[src/rtl/turfio_cmdproc_framer.sv]
// Frames the command-processor byte stream into length/checksum packets, buffers
// validated payloads and replays them as an AXI4-Stream. Bad packets are dropped whole.
module turfio_cmdproc_framer #(
  parameter int ADDR_BITS = 8,
  parameter int MAX_LEN   = 64
) (
  input  logic        sysclk_i,
  input  logic        sysclk_rstn_i,
  input  logic        cmdproc_rst_i,
  input  logic [7:0]  s_cmd_tdata,
  input  logic        s_cmd_tvalid,
  input  logic        s_cmd_tlast,
  output logic [7:0]  m_pkt_tdata,
  output logic        m_pkt_tvalid,
  output logic        m_pkt_tlast,
  input  logic        m_pkt_tready,
  output logic [15:0] pkt_good_o,
  output logic [15:0] pkt_err_o,
  output logic [15:0] pkt_ovf_o,
  output logic        err_o
);

  localparam int DEPTH = 1 << ADDR_BITS;
  localparam int PW    = ADDR_BITS + 1;

  typedef enum logic [1:0] {IDLE, PAYLOAD, CHECK, DISCARD} state_t;

  state_t        state_reg, state_next;
  logic [7:0]    sum_reg, sum_next;
  logic [7:0]    cnt_reg, cnt_next;
  logic [PW-1:0] wr_ptr_reg, wr_ptr_next;
  logic [PW-1:0] wr_commit_reg, wr_commit_next;
  logic [PW-1:0] rd_ptr_reg;
  logic          out_valid_reg;
  logic          err_reg;
  logic [8:0]    rd_word_reg;
  logic [8:0]    mem [DEPTH];

  logic          flush;
  logic          wr_en;
  logic [8:0]    wr_word;
  logic          good_inc, err_inc, ovf_inc;
  logic          fetch;
  logic [PW-1:0] in_flight, free_space;
  logic [31:0]   len_w, free_w;
  logic          bad_len;
  logic [7:0]    chk_sum;

  assign flush      = !sysclk_rstn_i || cmdproc_rst_i;
  assign in_flight  = wr_ptr_reg - rd_ptr_reg;
  assign free_space = PW'(DEPTH) - in_flight;
  assign len_w      = {24'd0, s_cmd_tdata};
  assign free_w     = 32'(free_space);
  assign bad_len    = (s_cmd_tdata == 8'd0) || (len_w > MAX_LEN);
  assign chk_sum    = sum_reg + s_cmd_tdata;

  always_comb begin
    state_next     = state_reg;
    sum_next       = sum_reg;
    cnt_next       = cnt_reg;
    wr_ptr_next    = wr_ptr_reg;
    wr_commit_next = wr_commit_reg;
    wr_en          = 1'b0;
    wr_word        = {cnt_reg == 8'd1, s_cmd_tdata};
    good_inc       = 1'b0;
    err_inc        = 1'b0;
    ovf_inc        = 1'b0;
    if (s_cmd_tvalid) begin
      case (state_reg)
        IDLE: begin
          sum_next = s_cmd_tdata;
          cnt_next = s_cmd_tdata;
          if (bad_len || s_cmd_tlast) begin
            err_inc    = 1'b1;
            state_next = s_cmd_tlast ? IDLE : DISCARD;
          end else if (len_w > free_w) begin
            ovf_inc    = 1'b1;
            state_next = DISCARD;
          end else begin
            state_next = PAYLOAD;
          end
        end
        PAYLOAD: begin
          wr_en       = 1'b1;
          wr_ptr_next = wr_ptr_reg + 1'b1;
          sum_next    = chk_sum;
          cnt_next    = cnt_reg - 8'd1;
          if (s_cmd_tlast) begin
            err_inc     = 1'b1;
            wr_ptr_next = wr_commit_reg;
            state_next  = IDLE;
          end else if (cnt_reg == 8'd1) begin
            state_next = CHECK;
          end
        end
        CHECK: begin
          if (s_cmd_tlast && chk_sum == 8'h00) begin
            wr_commit_next = wr_ptr_reg;
            good_inc       = 1'b1;
            state_next     = IDLE;
          end else begin
            err_inc     = 1'b1;
            wr_ptr_next = wr_commit_reg;
            state_next  = s_cmd_tlast ? IDLE : DISCARD;
          end
        end
        default: begin
          if (s_cmd_tlast) state_next = IDLE;
        end
      endcase
    end
  end

  // The read register doubles as the output stage, so only fetch when it is free or draining.
  assign fetch = (rd_ptr_reg != wr_commit_reg) && (!out_valid_reg || m_pkt_tready);

  always_ff @(posedge sysclk_i) begin
    if (flush) begin
      state_reg     <= IDLE;
      sum_reg       <= '0;
      cnt_reg       <= '0;
      wr_ptr_reg    <= '0;
      wr_commit_reg <= '0;
      rd_ptr_reg    <= '0;
      out_valid_reg <= 1'b0;
      err_reg       <= 1'b0;
    end else begin
      state_reg     <= state_next;
      sum_reg       <= sum_next;
      cnt_reg       <= cnt_next;
      wr_ptr_reg    <= wr_ptr_next;
      wr_commit_reg <= wr_commit_next;
      err_reg       <= err_inc | ovf_inc;
      if (fetch) begin
        rd_ptr_reg    <= rd_ptr_reg + 1'b1;
        out_valid_reg <= 1'b1;
      end else if (m_pkt_tready) begin
        out_valid_reg <= 1'b0;
      end
    end
  end

  always_ff @(posedge sysclk_i) begin
    if (wr_en && !flush) mem[wr_ptr_reg[ADDR_BITS-1:0]] <= wr_word;
  end

  always_ff @(posedge sysclk_i) begin
    if (flush) rd_word_reg <= '0;
    else if (fetch) rd_word_reg <= mem[rd_ptr_reg[ADDR_BITS-1:0]];
  end

  // Counters survive a soft flush; only the hard reset clears them.
  logic [2:0]       stat_inc;
  logic [2:0][15:0] stat_q;
  assign stat_inc = {ovf_inc, err_inc, good_inc};

  genvar gi;
  generate
    for (gi = 0; gi < 3; gi++) begin : g_stat
      logic [15:0] stat_reg;
      always_ff @(posedge sysclk_i) begin
        if (!sysclk_rstn_i) stat_reg <= '0;
        else if (!cmdproc_rst_i && stat_inc[gi] && stat_reg != 16'hFFFF)
          stat_reg <= stat_reg + 16'd1;
      end
      assign stat_q[gi] = stat_reg;
    end
  endgenerate

  assign pkt_good_o   = stat_q[0];
  assign pkt_err_o    = stat_q[1];
  assign pkt_ovf_o    = stat_q[2];
  assign err_o        = err_reg;
  assign m_pkt_tvalid = out_valid_reg;
  assign m_pkt_tdata  = rd_word_reg[7:0];
  assign m_pkt_tlast  = rd_word_reg[8];

endmodule

[config.mk]
export PLATFORM = sky130hd
export DESIGN_NAME = turfio_cmdproc_framer
export DESIGN_NICKNAME = d
export VERILOG_FILES = /design/src/rtl/turfio_cmdproc_framer.sv
export SDC_FILE = /design/constraint.sdc
export NUM_CORES = 2
export LEC_CHECK = 0
export BUFFER_PORTS_ARGS = -buffer_cell sky130_fd_sc_hd__buf_4
export CAP_MARGIN = 20
export CORE_UTILIZATION = 53
export DETAILED_ROUTE_END_ITERATION = 12
export MAX_ROUTING_LAYER = met4
export PLACE_DENSITY = 0.74
export SYNTH_ARGS = -nofsm -noshare
export SYNTH_HDL_FRONTEND = slang
export SYNTH_SLANG_ARGS = --single-unit
[constraint.sdc]
create_clock -name sysclk_i -period 5.79 [get_ports sysclk_i]
set_input_delay 0.579 -clock sysclk_i [delete_from_list [all_inputs] [get_ports sysclk_i]]
set_output_delay 0.579 -clock sysclk_i [all_outputs]
set_load 0.02 [all_outputs]
# Word level (Yosys, flattened, before mapping)
# Memory sizes are Yosys's and may differ from the RTL's. A register that Yosys moved wholly into a read port is not among the register bits.
# Index checks and enable logic that the tools add are counted.
[classes]
reduce_logical = 28
addsub = 9
bitwise = 1
eq_ne = 8
mux = 31
n_lt_le_gt_ge = 2
[ops]
columns = ["operator", "n"]
rows = [
  ["$add 16x1->16 const B", 3],
  ["$ne 16x16->1 const B", 3],
  ["$pmux 8 s2", 2],
  ["$add 9x1->9 const B", 2],
  ["$mux 9", 2],
  ["$pmux 9 s2", 1],
  ["$mux 1", 17],
  ["$logic_not 8->1", 2],
  ["$mux 2", 7],
  ["$gt 8x9->1", 1],
  ["$logic_and 1x1->1", 9],
  ["$ne 9x9->1", 1],
  ["$sub 9x9->9", 1],
  ["$sub 9x9->9 const A", 1],
  ["$add 8x8->8", 1],
  ["$eq 8x1->1 const B", 1],
  ["$gt 8x7->1 const B", 1],
  ["$sub 8x1->8 const B", 1],
  ["$pmux 2 s3", 1],
  ["$reduce_and 2->1", 3],
  ["$reduce_bool 2->1", 3],
  ["$logic_not 1->1", 4],
  ["$logic_or 1x1->1", 4],
  ["$reduce_bool 4->1", 1],
  ["other kinds (7)", 7],
]
[word_totals]
ram_bits = 2304
regBits = 95
mem_count = 1
[memory_table]
columns = ["memory", "words", "word_bits", "read_ports", "rd_clocked_by_memory_dff", "write_ports", "line", "rtl"]
rows = [
  ["mem", 256, 9, 1, 1, 1, "37", "logic [8:0] mem [DEPTH];"],
]

# Logic depth before layout (Yosys ltp)
[logic_depth]
ltp_word = 9
depth_mapped = 26

# Worst setup path before layout
# No wires, ideal clock.
[synth_timing]
path_kind = "register to register"
from = "register cnt_reg[2]"
to = "register state_reg[0]"
n_path_buf = 0
t_arrival_ns = 5.272
setup_slack_ns = 0.447
path_stages_with_launch = 7
period_less_slack_ns = 5.343
cell_sequence = "dfxtp_1 nor3_1 and4b_1 mux2_2 o21ai_0 or4_1 a21oi_1"
[synth_between]
elab_chain_cells = 3
[synth_lines]
columns = ["item", "line", "rtl"]
rows = [
  ["from (decl)", "30", "logic [7:0] cnt_reg, cnt_next;"],
  ["from (signal assigned)", "130", "cnt_reg <= cnt_next;"],
  ["$eq 8x1->1", "--", ""],
  ["via wr_word[8]", "41", "logic [8:0] wr_word;"],
  ["$ne 3x3->1 (no line)", "--", ""],
  ["$reduce_and 3->1 (no line)", "--", ""],
  ["to (signal assigned)", "128", "state_reg <= state_next;"],
  ["to (decl)", "28", "state_t state_reg, state_next;"],
]
# The timed path passes the listed nets, and every way through them passes these cells.
# A chain may end at the register's enable or synchronous reset.

# Worst setup path after layout
[layout_timing]
from = "register wr_ptr_reg[1]"
to = "register g_stat[2].stat_reg[6], in the netlist pkt_ovf_o[6]"
[layout_between]
elab_chain_cells = 9
[layout_lines]
columns = ["item", "line", "rtl"]
rows = [
  ["from (decl)", "31", "logic [PW-1:0] wr_ptr_reg, wr_ptr_next;"],
  ["from (signal assigned)", "131", "wr_ptr_reg <= wr_ptr_next;"],
  ["$sub 9x9->9", "50", "assign in_flight = wr_ptr_reg - rd_ptr_reg;"],
  ["$sub 9x9->9", "51", "assign free_space = PW'(DEPTH) - in_flight;"],
  ["$gt 8x9->1", "76", "end else if (len_w > free_w) begin"],
  ["$mux 1", "76", ""],
  ["$mux 1", "73", "if (bad_len || s_cmd_tlast) begin"],
  ["$mux 1", "69", "case (state_reg)"],
  ["$mux 1", "68", "if (s_cmd_tvalid) begin"],
  ["$logic_and 1x1->1 (2 in series)", "163", "else if (!cmdproc_rst_i && stat_inc[gi] && stat_reg != 16'hFFFF)"],
  ["to (signal assigned)", "164", "stat_reg <= stat_reg + 16'd1;"],
  ["to (decl)", "160", "logic [15:0] stat_reg;"],
]
# No other way between the ends.

==> results.yml <==
logic_synthesis:
  yosys_warnings: 0
  synth_cell_types: 82
  synthFlopType: "edfxtp_1"
  syn-cell-area_sq_um: 94900
  ys_async_sr_fraction: 0
  synth_nets: 4973
  synthCells: 4913
  yosysSeqAreaShare: 0.751
  synth-seq-cells: 2408
  synth_edf_count: 2304
  syn_area_per_cell_sq_um: 19.3
hold_path:
  hold_depth: 3
  worstHoldPathType: "input pin to flip-flop"
placement:
  port_buffers: 72
  place_congestion: 0.914
  dpl.cell_count: 7218
  post-place-ws_ns: 1.25
  hpwlAfterDp_microns: 151000
floorplan:
  row_count: 154
  die_h_microns: 425
  core-area_sq_um: 177000
  initial_core_util: 0.536
  die_x_microns: 425
  io_pins: 73
  die_area_sq_um: 181000
worst_setup_path:
  timing.rr.start: "wr_ptr_reg[1]"
  cp_cell_sequence: "inv_1, ha_1, ha_1, fa_1, a21oi_1, nor2_1, nor2_1, nor2b_1, o21ai_0, nand2_1, xnor2_1, ha_1, and3_1, nand4_1, o21ai_0, a211oi_4, nand2_1, or4_1, a21oi_1"
  reg2reg_slack_ns: 1.15
  worstSetupEndpoint: "pkt_ovf_o[6]"
  crit_required_ns: 6.56
  critPathMaxStageDelay_ns: 0.54
  reg2reg_depth: 19
  cpMostUsedCell: "ha_1"
  cp-end-kind: "flip-flop"
  timing.rr.end: "pkt_ovf_o[6]"
  criticalPathCategory: "flip-flop to flip-flop"
  crit_start: "wr_ptr_reg[1]"
  critical_path.startpoint_type: "flip-flop"
  cp.arrival_ns: 5.41
  crit_fanout: 8
  worst_path_max_delay_cell: "a211oi_4"
routing:
  ant_nets: 0
  routed_wl_microns: 249000
  vias: 50900
  routed_via_density: 6.65
  post_drt_wl_per_cell_microns: 32.5
  drt_iter0_drc: 7503
  dr.pass1.iters: 7
  route.detailed.drc: 0
global_route:
  grt_max_degree: 213
  grt_use_met3: 0.0690
  gr-usage-met2: 0.423
  busiest_layer: "met2"
  antenna_found_initial: 16
  met1_usage: 0.383
  grt_overflow: 0
  grt_usage: 0.285
  grt_first_pass_wirelength_microns: 357000
  grt_pass1_vias: 49800
timing:
  slew_headroom: 0.210
  fmax_ghz: 0.215
  final.setup.worst_slack_ns: 1.15
  tns_ns: 0
  rsz0062_at_grt: "no"
  fin_crit_ns: 4.64
  tightest_slew_ns: 1.19
  whs_ns: 0.0527
  slew_violations: 0
  setup_viol: 0
  hold_viol_final: 0
  finalClockSkew_ns: 0.0814
  period_share: 0.801
clock_tree:
  clock-sinks: 2408
  cts_root_buf: "clkbuf_16"
  post-cts-setup-buffers: 0
  clk_latency_ns: 0.91
  htreeDepth: 4
  cts_tree: "done"
  cts_buffer_depth: 3
  hold_buffers: 1
  cts_resized: 0
  clkTransAtPathRegs_ns: 0.06
  numCtsBuffers: 226
pwr:
  irDropWorstVdd_uv: 256
  leakage_uw: 0.0327
  power.density_nw_per_um2: 323
outcome:
  status: "finished, final reports clean"
final_layout:
  nFillCells: 12200
  syn_to_final_growth_pct: 12.1
  final_cells: 7656
  final_nets: 5169
  drive_gt1_frac: 0.217
  largest_register_ffs: 2304
run:
  cap_violations: 0
-- area by class of cell --
| cell class | count | area [sq um] | share of cell area |
|---|---|---|---|
| sequential | 2408 | 71300 | 0.670 |
| tap | 2340 | 2930 | 0.0275 |
| antenna | 9 | 22.5 | 0.000212 |
| multi-input combinational | 2180 | 22400 | 0.211 |
| clock inverter | 143 | 1570 | 0.0147 |
| clock buffer | 283 | 5900 | 0.0554 |
| timing repair buffer | 254 | 2160 | 0.0203 |
| inverter | 39 | 149 | 0.00140 |
-- cell families after synthesis --
family / count (synthesis) / share of synthesized area
AOI/OAI and AO/OA: 561 / 0.0402
muxes: 718 / 0.146
buffers and inverters: 325 / 0.0139
xor gates and xnor gates: 43 / 0.00405
adders and majority gates: 46 / 0.00622
DFF: 2408 / 0.751
and+or+nand+nor: 812 / 0.0389
-- metal layers --
metal,share of wire,routed length [microns]
met1,0.37,91300
met2,0.47,116000
met3,0.12,31000
met4,0.042,10300
met5,0,0
-- cell usage after synthesis (all sizes together) (5+ instances only) --
cell type,number,share of area
a2111oi,5,0.00046
a211oi,26,0.0022
a21o,8,0.00063
a21oi,136,0.0072
a221oi,49,0.0045
a22o,20,0.0018
a22oi,67,0.0053
a311oi,5,0.00046
a31oi,12,0.00079
a32o,8,0.00084
and2,9,0.00059
and3,16,0.0011
and4,6,0.00055
buf,110,0.0054
clkbuf,176,0.0070
dfxtp,104,0.022
edfxtp,2304,0.73
ha,44,0.0058
inv,37,0.0015
mux2,6,0.00071
mux2i,180,0.019
mux4,532,0.13
nand2,157,0.0062
nand2b,19,0.0013
nand3,77,0.0041
nand4,22,0.0014
nor2,382,0.015
nor2b,21,0.0014
nor3,37,0.0020
nor4,17,0.0013
o2111ai,5,0.00046
o211ai,13,0.0010
o21a,8,0.00063
o21ai,88,0.0046
o221ai,17,0.0016
o22ai,37,0.0024
o311ai,8,0.00074
o31ai,15,0.0012
or2,5,0.00033
or3,21,0.0015
or4,15,0.0012
xnor2,32,0.0030
xor2,11,0.0010
-- how the worst min path moves through the flow --
stage	startpoint	to	slack, ns
floorplan	state_reg[0]	state_reg[0]	0.47
global placement	pkt_err_o[5]	pkt_err_o[5]	0.47
detailed placement	pkt_err_o[5]	pkt_err_o[5]	0.48
CTS	m_pkt_tready	m_pkt_tvalid	0.01
global route	m_pkt_tready	m_pkt_tvalid	0.04
finish	m_pkt_tready	m_pkt_tvalid	0.05
-- cells in the final DEF, fill, tap and decap left out, drive strengths merged, types with 26 or more instances in the layout --
cell    Yosys  final
ha         44     44
xnor2      32     32
edfxtp   2304   2304
clkinv      2    113
a211oi     26     26
mux2i     180    180
clkbuf    176    291
dfxtp     104    104
a21oi     136    136
nor3       37     37
o22ai      37     37
nand3      77     77
inv        37     39
buf       110    245
a221oi     49     49
nand2     157    157
a22oi      67     67
nor2      382    382
mux4      532    532
o21ai      88     88
-- where the power goes --
group          internal, uW  switching [uW]  leakage, uW  total [uW]
Combinational          79.5             392      0.00722         472
Clock                  8330            6520      0.00361       14900
Sequential            19100            7.49       0.0218       19100
Total                 27500            6920       0.0327       34400
-- through the flow --
| stage | util | total power, uW | instance area, sq um |
|---|---|---|---|
| finish | 0.601 | 34400 | 106000 |
| global route | 0.601 | 35200 | 106000 |
| CTS | 0.601 | 34500 | 106000 |
| detailed placement | 0.559 | 19900 | 98900 |
| global placement | 0.558 | 19900 | 98900 |
| floorplan | - | 19600 | 94900 |
-- critical path, delay by kind of cell (launching register included) --
family                     cells  cell delay [ns]
xor gates and xnor gates       1             0.16
and+or+nand+nor                8             1.28
buffers and inverters          1             0.13
adders and majority gates      4             1.28
DFF                            1             0.41
AOI/OAI and AO/OA              5             1.26
No activity file was read; power rests on OpenSTA's default activity.
